==> config.mk <==
export PLATFORM = sky130hd
export DESIGN_NAME = serial_add_ctrl
export DESIGN_NICKNAME = d
export VERILOG_FILES = /design/src/rtl/serial_add_ctrl_pkg.sv /design/src/rtl/full_adder.sv /design/src/rtl/serial_add_ctrl.sv
export SDC_FILE = /design/constraint.sdc
export NUM_CORES = 1
export LEC_CHECK = 0
export CORE_ASPECT_RATIO = 1.1
export CORE_MARGIN = 5
export CORE_UTILIZATION = 57
export DETAILED_ROUTE_END_ITERATION = 10
export PLACE_DENSITY = 0.91
export RECOVER_POWER = 100
export SYNTH_ARGS = -nofsm -noshare
export SYNTH_HDL_FRONTEND = slang
export SYNTH_SLANG_ARGS = --single-unit
==> constraint.sdc <==
create_clock -name clk -period 5.5 [get_ports clk]
set_input_delay 1.1 -clock clk [delete_from_list [all_inputs] [get_ports clk]]
set_output_delay 1.1 -clock clk [all_outputs]
set_load 0.005 [all_outputs]
==> src/rtl/serial_add_ctrl_pkg.sv <==
// Shared constants and FSM encoding for the bit-serial adder/subtractor.
package serial_add_ctrl_pkg;

    localparam int DEFAULT_WIDTH = 32;

    typedef enum logic [1:0] {
        IDLE = 2'd0,
        RUN  = 2'd1,
        DONE = 2'd2
    } state_t;

endpackage

==> src/rtl/full_adder.sv <==
// One-bit full adder cell; the only arithmetic in the serial datapath.
module full_adder (
    input  logic a,
    input  logic b,
    input  logic c_in,
    output logic sum,
    output logic c_out
);

    assign sum   = a ^ b ^ c_in;
    assign c_out = (a & b) | (c_in & (a ^ b));

endmodule

==> src/rtl/serial_add_ctrl.sv <==
// Bit-serial A+B+c_in / A-B with valid/ready handshake; one bit per RUN cycle, LSB first.
module serial_add_ctrl
    import serial_add_ctrl_pkg::*;
#(
    parameter int WIDTH = DEFAULT_WIDTH
) (
    input  logic             clk,
    input  logic             rst_n,
    input  logic             in_valid,
    output logic             in_ready,
    input  logic [WIDTH-1:0] a,
    input  logic [WIDTH-1:0] b,
    input  logic             c_in,
    input  logic             sub,
    output logic             out_valid,
    input  logic             out_ready,
    output logic [WIDTH-1:0] sum,
    output logic             c_out,
    output logic             ovf,
    output logic             busy
);

    localparam int CNT_W = (WIDTH > 1) ? $clog2(WIDTH) : 1;

    state_t           state;
    logic [CNT_W-1:0] cnt;
    logic             carry;
    logic [WIDTH-1:0] a_sr;
    logic [WIDTH-1:0] b_sr;
    logic [WIDTH-1:0] res_sr;
    logic             fa_sum;
    logic             fa_cout;
    logic             last_bit;

    full_adder u_fa (
        .a     (a_sr[0]),
        .b     (b_sr[0]),
        .c_in  (carry),
        .sum   (fa_sum),
        .c_out (fa_cout)
    );

    assign last_bit = (cnt == CNT_W'(WIDTH - 1));
    assign in_ready = (state == IDLE);

    always_ff @(posedge clk or negedge rst_n) begin
        if (!rst_n) begin
            state     <= IDLE;
            cnt       <= '0;
            carry     <= 1'b0;
            a_sr      <= '0;
            b_sr      <= '0;
            res_sr    <= '0;
            sum       <= '0;
            c_out     <= 1'b0;
            ovf       <= 1'b0;
            out_valid <= 1'b0;
            busy      <= 1'b0;
        end else begin
            case (state)
                IDLE: begin
                    if (in_valid) begin
                        // Subtraction is A + ~B + 1, so only the operand and carry seed differ.
                        a_sr  <= a;
                        b_sr  <= sub ? ~b : b;
                        carry <= sub ? 1'b1 : c_in;
                        cnt   <= '0;
                        state <= RUN;
                        busy  <= 1'b1;
                    end
                end
                RUN: begin
                    a_sr   <= a_sr >> 1;
                    b_sr   <= b_sr >> 1;
                    res_sr <= {fa_sum, res_sr[WIDTH-1:1]};
                    carry  <= fa_cout;
                    cnt    <= cnt + 1'b1;
                    if (last_bit) begin
                        // Publish the result only once complete; carry still holds the MSB carry-in here.
                        sum       <= {fa_sum, res_sr[WIDTH-1:1]};
                        c_out     <= fa_cout;
                        ovf       <= carry ^ fa_cout;
                        out_valid <= 1'b1;
                        state     <= DONE;
                    end
                end
                DONE: begin
                    if (out_ready) begin
                        out_valid <= 1'b0;
                        busy      <= 1'b0;
                        state     <= IDLE;
                    end
                end
                default: begin
                    out_valid <= 1'b0;
                    busy      <= 1'b0;
                    state     <= IDLE;
                end
            endcase
        end
    end

endmodule

==> results by group <==
Outcome
  – Status: finished with violations
  – Violated checks: max-capacitance violations, max-slew violations

Timing
  – Max Fclk: 0.240 GHz
  – Worst Max-Slew Pin Slew: 2.38 ns
  – Final period util: 75.9%
  – Final Hold Fails: 0
  – Max Transition Viols Final: 259
  – Final Critical Period: 4.17 ns
  – TNS Setup: 0 ns
  – RSZ-0062 raised after global routing: no
  – Final Skew: 0.00564 ns
  – Final setup viols: 0
  – Max transition margin: -58.7%

Routing
  – Wire per inst: about 17 um
  – Drt pass-1 iters: 5
  – Routed WL: roughly 14,000 um
  – Initial DRC count: between 300 and 400
  – # DRC: 0
  – Total number of vias: 4,635
  – Via/cell ratio: approximately 5.6
  – Post-route ant nets: 0

Placement
  – Post-Place Cells: 798
  – RePlAce Congestion: slightly above 0.8
  – IO Port Bufs: 106
  – Placed wire-length estimate: 8750 um
  – Post-Place Cell Area: about 7300 um2

Clock tree
  – Post-CTS Setup Inserts: 0
  – Clock sink total: 139
  – Clock Pin Slew Worst Setup and Hold Paths: 0.06 ns
  – # H-tree levels: 4
  – Clk buf depth: 2
  – Worst skew pair latency: 0.41 ns
  – Cts-stage hold buffer count: 0
  – CTS tree: yes
  – Cts repair resizes: 0
  – Clock tree root buffer cell: clkbuf_16
  – TritonCTS Buffers: 17

Final layout
  – Reg area: 3480 um2
  – Fillers: 800
  – Ant diodes: 0
  – Post-route cell area: 7660 um2
  – NumNets Final: 743
  – Final std cells w/o fill: slightly above 800
  – Share of layout cells above drive strength 1: 6.45%
  – Area occupied by multi-input gates: about 2400 um2
  – Syn-to-layout area delta: 22.8%

Floorplanning
  – Initial Util: a little under 60%
  – I/O pin count: 107
  – Die Ht: 120 um
  – Row cnt: 40
  – Chip Width: 110 um
  – Area of the core: 10,800 um2
  – Die ar.: 13,100 um2

Global route
  – Remaining global-route overflow: 0
  – Gr usage total: between 20% and 30%
  – Number of global-route vias before repair: 4,805
  – Global-route wire length before repair: roughly 23,000 um
  – Initial antenna violation count: 0
  – Largest net degree at the start of global routing: around 100

Setup path
  – Worst Path Class, Setup: in2reg
  – CP required: 5.78 ns
  – CP max FO: 54
  – CP startpoint kind: input port
  – WP data arrival: approximately 4.5 ns
  – Crit. End Element: flop

Power
  – Pwr Density: 493 nW/um2
  – Final total power: 0.00378 W
  – VDD IR max: 277 uV
  – Pleak: 3.51 nW

Run
  – MaxCap Viol Count: 5

Synth
  – Syn Area/Cell: 10.7 um2
  – Syn Nets: between 600 and 700
  – Cell variety after synth: 35
  – #FFs+latches synth: 139
  – Post-Syn Area: 6240 um2
  – Sequential element share of the synthesized area: 55.8%
  – Mapped Cells: 585
  – Synth Warn #: 0

Hold path
  – Min-Delay Path Class: reg2reg
[report_power, final]
part	internal, W	switching, W
logic	0.000511	0.000551
clock network	0.000637	0.000398
registers	0.00143	0.000255
[cell usage after synthesis, drive strengths merged]
| library cell | n | area, um2 |
|---|---|---|
| nand2b | 1 | 6.26 |
| buf | 38 | 234 |
| and2 | 1 | 6.26 |
| nor2 | 4 | 15.0 |
| a22o | 2 | 17.5 |
| inv | 3 | 11.3 |
| nand3b | 1 | 20.0 |
| mux2 | 33 | 473 |
| and3 | 1 | 6.26 |
| nand2 | 185 | 697 |
| nor2b | 11 | 76.3 |
| ha | 2 | 25.0 |
| a21oi | 12 | 60.1 |
| o2bb2ai | 2 | 17.5 |
| a31oi | 1 | 6.26 |
| o211ai | 1 | 7.51 |
| xnor2 | 33 | 289 |
| mux2i | 1 | 10.0 |
| fa | 1 | 20.0 |
| a22oi | 31 | 233 |
| o21ai | 37 | 185 |
| clkbuf | 8 | 30.0 |
| o221ai | 30 | 263 |
| o311ai | 1 | 8.76 |
| o21bai | 1 | 11.3 |
| o22ai | 1 | 6.26 |
| o31ai | 1 | 7.51 |
| dfrtp | 139 | 3480 |
| nand3 | 3 | 15.0 |
[layout make-up]
type                            count  area share, %
Inverter                            3          0.147
Tap cell                          147           2.40
Clock buffer                       22           6.06
Sequential cell                   139           45.5
Timing Repair Buffer              112           14.2
Clock inverter                      9          0.948
Multi-Input combinational cell    397           30.8
[metal layers]
layer	vias up	share of wire [%]	GRT usage (%)
li1	2163	-	-
met4	0	1.6	7.79
met1	2292	42	28.9
met5	-	0	0
met3	23	6.2	5.33
met2	157	51	36.7
[worst paths after layout]
path | from | end | slack [ns] | cells after the start
worst max-delay path | in_valid | b_sr[8]$_DFFE_PN0P_ | 1.33 | 5
worst min-delay path | a_sr[17]$_DFFE_PN0P_ | a_sr[17]$_DFFE_PN0P_ | 0.48 | 2
worst max register to register | state[1]$_DFFE_PN0P_ | b_sr[8]$_DFFE_PN0P_ | 1.57 | 5
worst min register to register | a_sr[17]$_DFFE_PN0P_ | a_sr[17]$_DFFE_PN0P_ | 0.48 | 2
max in group asynchronous | rst_n | state[0]$_DFFE_PN0P_ | 1.99 | 2
min in group asynchronous | rst_n | sum[3]$_DFFE_PN0P_ | 1.42 | 1
[metrics by stage]
step | worst slack, ns | hold slack (ns) | util (%)
5_1_grt | 1.09 | 0.504 | 70.8
4_1_cts | 2.33 | 0.483 | 72.2
3_3_place_gp | 2.08 | 0.461 | 67.3
3_5_place_dp | 1.92 | 0.470 | 67.3
6_report | 1.33 | 0.481 | 70.8
2_1_floorplan | 3.40 | 0.446 | -
[kinds of logic (layout without fill, tap and decap cells)]
logic type,count (synthesis),after routing,share of synthesized area (%)
buffers and inverters,49,146,4.41
AOI/OAI and AO/OA,120,120,13.2
DFF,139,139,55.8
muxes,34,34,7.74
xor gates and xnor gates,33,33,4.63
and+or+nand+nor,207,207,13.5
adders and majority gates,3,3,0.722
[worst max-delay path, cell delays in order]
cell	delay, ns
dlygate4sd3_1	0.73
o21bai_1	0.53
clkbuf_1	1.72
nand2_1	0.17
o221ai_1	0.17
[state kept, by name, indices dropped and copies added (netlist names)]
register / count
a_sr: 32
b_sr: 32
busy: 1
c_out: 1
carry: 1
cnt: 5
out_valid: 1
ovf: 1
res_sr: 31
state: 2
sum: 32
[layout by cell type, fill, tap and decap left out, types with 6 or more instances in the layout]
master           instances
dlygate4sd3_1           37
xnor2_1                 33
o21ai_0                 36
dfrtp_1                137
o221ai_1                30
clkbuf_16               17
nor2b_1                 10
nand2_1                184
a22oi_1                 31
a21oi_1                 12
mux2_2                   6
clkinv_2                 7
clkdlybuf4s50_1         67
mux2_1                  27
Note: power is estimated with default switching activity, not from simulation.
